===== config.mk =====
export PLATFORM = sky130hd
export DESIGN_NAME = spi_reg_slave_flat
export DESIGN_NICKNAME = d
export VERILOG_FILES = /design/src/rtl/spi_reg_pkg.sv /design/src/rtl/spi_reg_slave_if.sv /design/src/rtl/spi_sync_edge.sv /design/src/rtl/spi_reg_slave.sv /design/src/flat_wrapper.sv
export SDC_FILE = /design/constraint.sdc
export NUM_CORES = 1
export LEC_CHECK = 0
export ABC_CLOCK_PERIOD_IN_PS = 2600
export CORE_MARGIN = 2
export CORE_UTILIZATION = 45
export DETAILED_ROUTE_END_ITERATION = 6
export HOLD_SLACK_MARGIN = 0.1
export PLACE_DENSITY = 0.71
export SYNTH_ARGS = -nofsm -noshare
export SYNTH_HDL_FRONTEND = slang
export SYNTH_SLANG_ARGS = --single-unit
export TNS_END_PERCENT = 1

===== constraint.sdc =====
create_clock -name sys_clk -period 2.6 [get_ports sys_clk]
set_input_delay 0.78 -clock sys_clk [delete_from_list [all_inputs] [get_ports sys_clk]]
set_output_delay 0.78 -clock sys_clk [all_outputs]
set_load 0.02 [all_outputs]

===== src/rtl/spi_reg_pkg.sv =====
// Shared frame constants, FSM state type and register-block map for the SPI
// register slave and its users.
package spi_reg_pkg;

  localparam int ADDR_W       = 7;
  localparam int DATA_W       = 16;
  localparam int DUMMY_CYCLES = 10;

  localparam int CNT_MAX = (ADDR_W > DUMMY_CYCLES) ?
                           ((ADDR_W > DATA_W) ? ADDR_W : DATA_W) :
                           ((DUMMY_CYCLES > DATA_W) ? DUMMY_CYCLES : DATA_W);
  localparam int CNT_W   = $clog2(CNT_MAX + 1);

  // Register block: each kind occupies SLOTS_NUM consecutive addresses.
  localparam int SLOTS_NUM    = 2;
  localparam int REG_OUT      = 0 * SLOTS_NUM;
  localparam int REG_IN       = 1 * SLOTS_NUM;
  localparam int REG_DIR      = 2 * SLOTS_NUM;
  localparam int REG_INT      = 3 * SLOTS_NUM;
  localparam int REG_MASK     = 4 * SLOTS_NUM;
  localparam int REG_CLR      = 5 * SLOTS_NUM;
  localparam int SPI_MST_BASE = (SLOTS_NUM + 1) * 6;

  typedef enum logic [2:0] {
    ST_IDLE,
    ST_CMD,
    ST_ADDR,
    ST_DUMMY,
    ST_DATA,
    ST_WAIT_CS
  } state_e;

  function automatic int unsigned reg_addr(input int unsigned kind, input int unsigned slot);
    return kind * SLOTS_NUM + slot;
  endfunction

endpackage


===== src/rtl/spi_reg_slave_if.sv =====
// SPI pin and register-bus signal bundle between the host side and the slave.
interface spi_reg_slave_if;
  import spi_reg_pkg::*;

  // bus_we / bus_re are one-cycle strobes with no backpressure; the bus answers
  // a bus_re with a single-cycle bus_rvalid carrying bus_rdata.
  logic              spi_clk;
  logic              spi_mosi;
  logic              spi_cs_n;
  logic              spi_miso;
  logic [ADDR_W-1:0] bus_addr;
  logic              bus_we;
  logic [DATA_W-1:0] bus_wdata;
  logic              bus_re;
  logic [DATA_W-1:0] bus_rdata;
  logic              bus_rvalid;
  logic              frame_err;

  modport slave (
    input  spi_clk, spi_mosi, spi_cs_n, bus_rdata, bus_rvalid,
    output spi_miso, bus_addr, bus_we, bus_wdata, bus_re, frame_err
  );

  modport master (
    output spi_clk, spi_mosi, spi_cs_n, bus_rdata, bus_rvalid,
    input  spi_miso, bus_addr, bus_we, bus_wdata, bus_re, frame_err
  );

endinterface


===== src/rtl/spi_sync_edge.sv =====
// N-stage synchroniser with registered rise/fall pulses; pin-to-pulse latency
// is STAGES+1 cycles. STAGES must be at least 2.
module spi_sync_edge #(
  parameter int STAGES = 2
) (
  input  logic clk_i,
  input  logic rst_i,
  input  logic d_i,
  output logic rise_o,
  output logic fall_o
);

  logic [STAGES-1:0] sync_q;
  logic              prev_q;
  logic              rise_q;
  logic              fall_q;

  always_ff @(posedge clk_i) begin
    if (rst_i) begin
      sync_q <= '0;
      prev_q <= 1'b0;
      rise_q <= 1'b0;
      fall_q <= 1'b0;
    end else begin
      sync_q <= {sync_q[STAGES-2:0], d_i};
      prev_q <= sync_q[STAGES-1];
      rise_q <= sync_q[STAGES-1] & ~prev_q;
      fall_q <= ~sync_q[STAGES-1] & prev_q;
    end
  end

  assign rise_o = rise_q;
  assign fall_o = fall_q;

endmodule


===== src/rtl/spi_reg_slave.sv =====
// SPI mode-0 slave that turns host frames (R/~W, address, dummy, data) into
// single-cycle register bus strobes and serves read data back on MISO.
module spi_reg_slave
  import spi_reg_pkg::*;
#(
  parameter int SYNC_STAGES = 2
) (
  input  logic           sys_clk,
  input  logic           sys_rst,
  spi_reg_slave_if.slave bus,
  output state_e         dbg_state_o
);

  logic [SYNC_STAGES-1:0] mosi_sync_q, cs_sync_q;
  logic                   cs_al_q, cs_prev_q;
  logic                   sck_rise_raw, sck_fall_raw;
  logic                   sck_rise, sck_fall, cs_fall, mosi;
  state_e                 state_q, state_d;
  logic [CNT_W-1:0]       cnt_q;
  logic                   rd_q, rd_have_q;
  logic [DATA_W-1:0]      sr_q, rd_sr_q, wdata_q;
  logic [ADDR_W-1:0]      addr_q;
  logic                   miso_q, re_arm_q, re_q, we_arm_q, we_q, err_q;
  logic                   in_frame, abort, addr_done, dummy_done, data_done, err_d;

  spi_sync_edge #(.STAGES(SYNC_STAGES)) u_sck_edge (
    .clk_i  (sys_clk),
    .rst_i  (sys_rst),
    .d_i    (bus.spi_clk),
    .rise_o (sck_rise_raw),
    .fall_o (sck_fall_raw)
  );

  // cs_al_q lines cs_n up with the SCK pulses; edges are gated by the previous
  // cs value so a last data rise coinciding with cs_n rising still counts.
  always_ff @(posedge sys_clk) begin
    if (sys_rst) begin
      mosi_sync_q <= '0;
      cs_sync_q   <= '0;
      cs_al_q     <= 1'b0;
      cs_prev_q   <= 1'b0;
    end else begin
      mosi_sync_q <= {mosi_sync_q[SYNC_STAGES-2:0], bus.spi_mosi};
      cs_sync_q   <= {cs_sync_q[SYNC_STAGES-2:0], bus.spi_cs_n};
      cs_al_q     <= cs_sync_q[SYNC_STAGES-1];
      cs_prev_q   <= cs_al_q;
    end
  end

  assign mosi     = mosi_sync_q[SYNC_STAGES-1];
  assign sck_rise = sck_rise_raw & ~cs_prev_q;
  assign sck_fall = sck_fall_raw & ~cs_prev_q;
  assign cs_fall  = cs_prev_q & ~cs_al_q;

  always_ff @(posedge sys_clk) begin
    if (sys_rst) state_q <= ST_IDLE;
    else         state_q <= state_d;
  end

  always_comb begin
    state_d = state_q;
    unique case (state_q)
      ST_IDLE:    if (cs_fall) state_d = ST_CMD;
      ST_CMD:     if (cs_al_q) state_d = ST_IDLE;
                  else if (sck_rise) state_d = ST_ADDR;
      ST_ADDR:    if (cs_al_q) state_d = ST_IDLE;
                  else if (sck_rise && cnt_q == CNT_W'(ADDR_W - 1)) state_d = ST_DUMMY;
      ST_DUMMY:   if (cs_al_q) state_d = ST_IDLE;
                  else if (sck_rise && cnt_q == CNT_W'(DUMMY_CYCLES - 1)) state_d = ST_DATA;
      ST_DATA:    if (sck_rise && cnt_q == CNT_W'(DATA_W - 1)) state_d = ST_WAIT_CS;
                  else if (cs_al_q) state_d = ST_IDLE;
      ST_WAIT_CS: if (cs_al_q) state_d = ST_IDLE;
      default:    state_d = ST_IDLE;
    endcase
  end

  always_comb begin
    in_frame   = (state_q == ST_CMD) || (state_q == ST_ADDR) ||
                 (state_q == ST_DUMMY) || (state_q == ST_DATA);
    abort      = in_frame && (state_d == ST_IDLE);
    addr_done  = (state_q == ST_ADDR) && (state_d == ST_DUMMY);
    dummy_done = (state_q == ST_DUMMY) && (state_d == ST_DATA);
    data_done  = (state_q == ST_DATA) && (state_d == ST_WAIT_CS);
    err_d      = abort || (dummy_done && rd_q && !rd_have_q);
  end

  always_ff @(posedge sys_clk) begin
    if (sys_rst) begin
      cnt_q     <= '0;
      rd_q      <= 1'b0;
      rd_have_q <= 1'b0;
      sr_q      <= '0;
      rd_sr_q   <= '0;
      wdata_q   <= '0;
      addr_q    <= '0;
      miso_q    <= 1'b0;
      re_arm_q  <= 1'b0;
      re_q      <= 1'b0;
      we_arm_q  <= 1'b0;
      we_q      <= 1'b0;
      err_q     <= 1'b0;
    end else begin
      re_arm_q <= addr_done & rd_q;
      re_q     <= re_arm_q;
      we_arm_q <= data_done & ~rd_q;
      we_q     <= we_arm_q;
      err_q    <= err_d;

      if (state_q != state_d) cnt_q <= '0;
      else if (sck_rise && in_frame && state_q != ST_CMD) cnt_q <= cnt_q + CNT_W'(1);

      if (state_q == ST_IDLE && state_d == ST_CMD) begin
        rd_q      <= 1'b0;
        rd_have_q <= 1'b0;
        sr_q      <= '0;
        rd_sr_q   <= '0;
      end
      if (state_q == ST_CMD && sck_rise) rd_q <= mosi;
      if ((state_q == ST_ADDR || state_q == ST_DATA) && sck_rise)
        sr_q <= {sr_q[DATA_W-2:0], mosi};
      if (addr_done) addr_q <= {sr_q[ADDR_W-2:0], mosi};
      if (data_done && !rd_q) wdata_q <= {sr_q[DATA_W-2:0], mosi};

      // Read data is accepted only while still counting dummy clocks.
      if (state_q == ST_DUMMY && state_d == ST_DUMMY && rd_q && !rd_have_q && bus.bus_rvalid) begin
        rd_sr_q   <= bus.bus_rdata;
        miso_q    <= bus.bus_rdata[DATA_W-1];
        rd_have_q <= 1'b1;
      end
      if (state_q == ST_DATA && sck_fall && cnt_q != '0) begin
        rd_sr_q <= {rd_sr_q[DATA_W-2:0], 1'b0};
        miso_q  <= rd_sr_q[DATA_W-2];
      end
      if (state_d == ST_WAIT_CS || state_d == ST_IDLE) miso_q <= 1'b0;
    end
  end

  assign bus.spi_miso  = miso_q;
  assign bus.bus_addr  = addr_q;
  assign bus.bus_we    = we_q;
  assign bus.bus_wdata = wdata_q;
  assign bus.bus_re    = re_q;
  assign bus.frame_err = err_q;
  assign dbg_state_o   = state_q;

endmodule

===== src/flat_wrapper.sv =====
// flat-port wrapper written by rule: the top's interface ports become plain ports
module spi_reg_slave_flat import spi_reg_pkg::*;
#(
  parameter int SYNC_STAGES = 2
)
  (sys_clk, sys_rst, dbg_state_o, bus_spi_clk, bus_spi_mosi, bus_spi_cs_n, bus_bus_rdata, bus_bus_rvalid, bus_spi_miso, bus_bus_addr, bus_bus_we, bus_bus_wdata, bus_bus_re, bus_frame_err);
  spi_reg_slave_if bus_i ();
  input  logic sys_clk;
  input  logic sys_rst;
  output state_e dbg_state_o;
  input wire logic [$bits(bus_i.spi_clk)-1:0] bus_spi_clk;
  input wire logic [$bits(bus_i.spi_mosi)-1:0] bus_spi_mosi;
  input wire logic [$bits(bus_i.spi_cs_n)-1:0] bus_spi_cs_n;
  input wire logic [$bits(bus_i.bus_rdata)-1:0] bus_bus_rdata;
  input wire logic [$bits(bus_i.bus_rvalid)-1:0] bus_bus_rvalid;
  output wire logic [$bits(bus_i.spi_miso)-1:0] bus_spi_miso;
  output wire logic [$bits(bus_i.bus_addr)-1:0] bus_bus_addr;
  output wire logic [$bits(bus_i.bus_we)-1:0] bus_bus_we;
  output wire logic [$bits(bus_i.bus_wdata)-1:0] bus_bus_wdata;
  output wire logic [$bits(bus_i.bus_re)-1:0] bus_bus_re;
  output wire logic [$bits(bus_i.frame_err)-1:0] bus_frame_err;
  assign bus_i.spi_clk = bus_spi_clk;
  assign bus_i.spi_mosi = bus_spi_mosi;
  assign bus_i.spi_cs_n = bus_spi_cs_n;
  assign bus_i.bus_rdata = bus_bus_rdata;
  assign bus_i.bus_rvalid = bus_bus_rvalid;
  assign bus_spi_miso = bus_i.spi_miso;
  assign bus_bus_addr = bus_i.bus_addr;
  assign bus_bus_we = bus_i.bus_we;
  assign bus_bus_wdata = bus_i.bus_wdata;
  assign bus_bus_re = bus_i.bus_re;
  assign bus_frame_err = bus_i.frame_err;
  spi_reg_slave #(.SYNC_STAGES(SYNC_STAGES)) u_core (.sys_clk(sys_clk), .sys_rst(sys_rst), .bus(bus_i), .dbg_state_o(dbg_state_o));
endmodule

# Yosys cells after proc, flatten, opt, wreduce, memory -nomap -nowiden
# Index checks and enable logic that the tools add are counted.
[totals]
inputBits = 22
reg_bits = 80
output_inout_bits = 30
wordCells = 109
[classes]
bitwise_logic = 12
eq_ne = 14
n_reduce_logical = 40
muxes = 19
addsub = 1
[op_table]
columns = ["op", "n"]
rows = [
  ["2-to-1 mux 15 bit", 4],
  ["2-to-1 mux 3 bit", 9],
  ["logical AND 1 bit", 21],
  ["case mux 3 bit (6 select lines)", 1],
  ["== test 3 bit, second input constant", 4],
  ["== test 5 x 4 -> 1 bit, second input constant", 2],
  ["== test 3 x 2 -> 1 bit, second input constant", 3],
  ["nonzero test 2 bit", 4],
  ["AND 1 bit", 7],
  ["== test 3 x 1 -> 1 bit, second input constant", 2],
  ["logical NOT 3 bit", 2],
  ["logical OR 1 bit", 6],
  ["OR reduction 2 bit", 3],
  ["adder 5 x 1 -> 5 bit, second input constant", 1],
  ["== test 5 x 3 -> 1 bit, second input constant", 1],
  ["2-to-1 mux 1 bit", 5],
  ["inverter 1 bit", 5],
  ["nonzero test 5 bit", 1],
  ["inequality test 3 x 1 -> 1 bit, second input constant", 1],
  ["inequality test 3 bit", 1],
  ["nonzero test 3 bit", 1],
  ["logical NOT 1 bit", 2],
]

# Depth between registers and ports, before layout
[logic_depth]
ltp_word = 13
mapped_depth = 10
mapped_depth_nobuf = 8

# By module
# A second synthesis with hierarchy kept.
[unflattened]
cells_unflattened = 336
hier_area_um2 = 3200.6
[modules_own_cells]
columns = ["mod", "cells_per_inst", "n_inst", "seq_area_each_um2", "area_each_um2"]
rows = [
  ["spi_reg_slave", 326, 1, 1501.4, 3066.7],
  ["spi_sync_edge", 10, 1, 100.1, 133.9],
]

# Least setup slack after synthesis
# Ideal clock, no wire load.
[synth_path]
kind = "register -> register"
startpoint = "register u_core.cnt_q[0]"
endpoint = "register u_core.wdata_q[10], in the netlist u_core.bus.bus_wdata[10]"
path_buffers = 2
t_arrival_ps = 1998
period_less_slack_ps = 2126
setup_ps = 128
t_required_ps = 2472
slack_ps = 474
path_stages_with_launch = 11
path_cell_list = "dfxtp_1 > ha_1 > and3_1 > ha_1 > and4b_1 > o21ai_2 > a2111o_1 > buf_6 > buf_12 > mux2i_1 > nor2_1"
[synth_between]
elab_chain_len = 8
word_cells_on_any_way = 15
cone_classes = "4 x eq/ne; 6 x mux; 5 x reduce/logical"
[synth_lines]
columns = ["item", "line", "source"]
rows = [
  ["start, declared", "spi_reg_slave.sv:19", "logic [CNT_W-1:0] cnt_q;"],
  ["start signal, assigned", "spi_reg_slave.sv:110", "else if (sck_rise && in_frame && state_q != ST_CMD) cnt_q <= cnt_q + CNT_W'(1);"],
  ["== test 5 x 4 -> 1 bit / == test 5 x 3 -> 1 bit (equally long branches)", "spi_reg_slave.sv:69, spi_reg_slave.sv:67", ""],
  ["logical AND 1 bit (on tied branches)", "spi_reg_slave.sv:69, spi_reg_slave.sv:67", ""],
  ["2-to-1 mux 3 bit (on tied branches)", "spi_reg_slave.sv:69, spi_reg_slave.sv:67", ""],
  ["2-to-1 mux 3 bit (on tied branches)", "spi_reg_slave.sv:68, spi_reg_slave.sv:66", ""],
  ["case mux 3 bit (6 select lines) (*)", "spi_reg_slave.sv:62", "unique case (state_q)"],
  ["== test 3 bit (*)", "spi_reg_slave.sv:83", "data_done = (state_q == ST_DATA) && (state_d == ST_WAIT_CS);"],
  ["logical AND 1 bit (*)", "spi_reg_slave.sv:83", ""],
  ["logical AND 1 bit (*)", "spi_reg_slave.sv:122", "if (data_done && !rd_q) wdata_q <= {sr_q[DATA_W-2:0], mosi};"],
  ["end signal, assigned", "spi_reg_slave.sv:122", ""],
  ["end, declared", "spi_reg_slave.sv:21", "logic [DATA_W-1:0] sr_q, rd_sr_q, wdata_q;"],
]
# Mark *: on every way between the ends. The rest lies on a longest branch, timed or not.
# A chain may end at the register's enable or synchronous reset.

# Worst setup path in the final report
[layout_path]
startpoint = "register u_core.state_q[2], in the netlist u_core.dbg_state_o[2]"
endpoint = "output port dbg_state_o[2]"
[layout_rtl]
columns = ["item", "line", "source"]
rows = [
  ["start, declared", "spi_reg_slave.sv:18", "state_e state_q, state_d;"],
  ["start signal, assigned", "spi_reg_slave.sv:57", "else state_q <= state_d;"],
  ["end, declared", "flat_wrapper.sv:10", "output state_e dbg_state_o;"],
]
# No word-level cell between the ends.

==> reports/metrics.cfg <==
[run_status]
run_status = completed

[clock_network]
worst_skew_pair.late_latency_ns = 0.34
cts_buffers = 9
cts_root_buffer = sky130_fd_sc_hd__clkbuf_8
numClockSinks = 80
ctsHoldBuffers = 0
ctsHtreeMaxLevel = 3
cts_repair_resize_count = 0
clkSlewWorstSetupHoldPaths_ns = 0.08
clockBufferDepth = 2
cts_setup_buffers = 0
cts_tree = built

[sta]
setup_total_negative_slack_ns = 0
achievable-frequency_ghz = 0.3994
report.final.slew_viol_count = 0
hold_viol = 0
skew_ns = 0.01243
period_share = 0.9630
timing_worst_slew_pin_value_ns = 0.6827
min_tclk_post_route_ns = 2.504
rsz_0062_raised_after_global_routing = false
slew-limit-headroom = 0.5449
timing.final.setup_violations = 0

[synth]
sequential_share_of_the_synthesized_area = 0.4750
post_synth_num_cell_types = 54
synth_top_area_share = 0.4750
netlist_top_cells_area = sky130_fd_sc_hd__dfxtp_1 47%, sky130_fd_sc_hd__nor2_1 9.0%, sky130_fd_sc_hd__mux2i_1 7.7%
number_of_synthesized_flops_with_an_enable_pin = 0
postSynthAreaPerCell_um2 = 9.238
synthesis.area_um2 = 3372
syn-instance-count = 365
postSynthNetCount = 392
synth_top_flop_cell = sky130_fd_sc_hd__dfxtp_1
async_flop_share = 0
synth_top_area_cell = sky130_fd_sc_hd__dfxtp_1
yosys_register_bits = 80
yosys_warnings = 0

[grt]
grt_use_total = 0.1726
grt_start_max_net_pins = 40
met1_usage = 0.2257
global_route_wire_length_before_repair_um = 11590
grt_use_met2 = 0.2774
global_route.overflow_total = 0
grt.busiest_layer = met2
grt_antenna_before_repair = 0
global_route.usage.met3 = 0.04257
grt_pass1_vias = 2488

[setup_path]
crit_required_ns = 1.82
crit_path_max_fanout = 15
worstPathArrival_ns = 1.72
critPathBufInv = 1
critical_path_cell_list = clkdlybuf4s50_1
critPathTopFamily = buffers and inverters
worst-setup-path-type = register to primary output
worst_path_largest_cell_delay_ns = 0.72
cpMaxStageDelayCell = sky130_fd_sc_hd__clkdlybuf4s50_1
setup.worst_path.start_class = register
cp-end-kind = primary output

[die]
die_width_um = 90.57
initial_core_util = 0.4649
fp.dieH_um = 90.57
floorplan.die_area_um2 = 8202
design.portCount = 52
rows = 31
placeableCoreArea_um2 = 7253

[detailed_routing]
avgViaCountPerCell = 5.179
antenna_violating_nets_post_route = 0
drc = 0
wl_um = 6933
avgRoutedWirePerCell_um = 13.49
detail_route.iter0.violations = 160
dr_total_vias = 2662
first_pass_iters = 4

[power_and_ir_drop]
irDropWorstVdd_mv = 0.3018
power_per_cell_area_nw_per_um2 = 552.6
cellLeakagePower_nw = 1.756

[placed_design]
placement.io_buffers = 51
placed_cells = 498
detailed_place_hpwl_um = 4541
gp_routability_congestion = 0.8501

[flow_run]
maxCapViolations = 0

[finish]
antenna-diode-count = 0
layout_commonest_cell = sky130_fd_sc_hd__nor2_1
final_cells = 514
layout-area-overhead-vs-synth_pct = 22.49
fin_nets = 437
drive_above_1_share = 0.07711
layout.cells.most_common_list = 81 x sky130_fd_sc_hd__nor2_1, 80 x sky130_fd_sc_hd__dfxtp_1, 50 x sky130_fd_sc_hd__clkdlybuf4s50_1

[hold_path]
hp-class = register to register

[power by group]
| group | switching (mW) | internal [mW] | total [mW] |
|---|---|---|---|
| clock | 0.435 | 0.542 | 0.977 |
| combinational | 0.0339 | 0.0368 | 0.0707 |
| sequential | 0.00440 | 1.23 | 1.23 |
[logic make-up (layout without fill, tap and decap cells)]
kind of cell / Yosys count / in the layout / share of synthesized area
AO/OA/AOI/OAI: 73 / 73 / 0.1596
XOR/XNOR: 4 / 4 / 0.01039
adder cells (fa/ha/maj): 5 / 5 / 0.01855
buffers and inverters: 45 / 95 / 0.06271
flip-flops: 80 / 80 / 0.4750
multiplexers: 27 / 27 / 0.08052
AND/OR/NAND/NOR: 131 / 131 / 0.1933
[cell usage after synthesis, types with 2 or more instances]
cell	n
sky130_fd_sc_hd__buf_2	6
sky130_fd_sc_hd__nor3b_2	2
sky130_fd_sc_hd__o21ai_1	2
sky130_fd_sc_hd__inv_1	21
sky130_fd_sc_hd__a21oi_1	4
sky130_fd_sc_hd__clkbuf_1	11
sky130_fd_sc_hd__ha_1	5
sky130_fd_sc_hd__o21ai_0	5
sky130_fd_sc_hd__a22oi_1	15
sky130_fd_sc_hd__nor2b_1	16
sky130_fd_sc_hd__nand3b_1	2
sky130_fd_sc_hd__o211ai_1	2
sky130_fd_sc_hd__and3_1	3
sky130_fd_sc_hd__buf_6	2
sky130_fd_sc_hd__mux2i_1	26
sky130_fd_sc_hd__dfxtp_1	80
sky130_fd_sc_hd__nor3b_1	4
sky130_fd_sc_hd__nand3_1	2
sky130_fd_sc_hd__xnor2_1	4
sky130_fd_sc_hd__a31oi_1	16
sky130_fd_sc_hd__nor2_1	81
sky130_fd_sc_hd__buf_1	2
sky130_fd_sc_hd__a211oi_1	16
sky130_fd_sc_hd__nand2_1	8
[sequential cells by signal (all words and copies together) (netlist names), 2 cells and up]
signal and flops:
u_core.bus.bus_addr 7, u_core.bus.bus_wdata 16, u_core.u_sck_edge.sync_q 2, u_core.cnt_q 5, u_core.dbg_state_o 3, u_core.mosi_sync_q 2
u_core.cs_sync_q 2, u_core.rd_sr_q 15, u_core.sr_q 15
[layer usage]
layer,share of wire,routed length [um]
met5,0,0
met4,0.0094,65
met3,0.052,359
met2,0.46,3193
met1,0.48,3314
[metrics by stage]
stage / util / hold slack [ns] / setup slack, ns / total power, mW / area [um2]
floorplan: - / 0.3835 / 0.4740 / 1.294 / 3372
global placement: 0.5401 / 0.3975 / 0.4301 / 1.334 / 3918
detailed placement: 0.5401 / 0.3976 / 0.3606 / 1.334 / 3918
CTS: 0.5694 / 0.4080 / 0.09025 / 2.312 / 4130
global route: 0.5694 / 0.4257 / 0.01212 / 2.372 / 4130
finish: 0.5694 / 0.4030 / 0.09623 / 2.282 / 4130
[layout make-up]
type                            count  area, um2
Fill cell                         679       3123
Sequential cell                    80       1602
Multi-Input combinational cell    240       1559
Timing Repair Buffer               57      550.5
Clock buffer                       11      131.4
Tap cell                           99      123.9
Inverter                           22      82.58
Clock inverter                      5      81.33
[path summary, 6_finish.rpt]
check	startpoint	to	slack (ns)	cells after the start
min reg2reg	u_core.u_sck_edge.sync_q[1]	u_core.u_sck_edge.fall_o	0.40	1
max reg2reg	u_core.cnt_q[0]	u_core.bus.bus_wdata[8]	0.33	9
min	u_core.u_sck_edge.sync_q[1]	u_core.u_sck_edge.fall_o	0.40	1
max	u_core.dbg_state_o[2]	dbg_state_o[2]	0.1	1
Power figures use the tool's default switching activity.
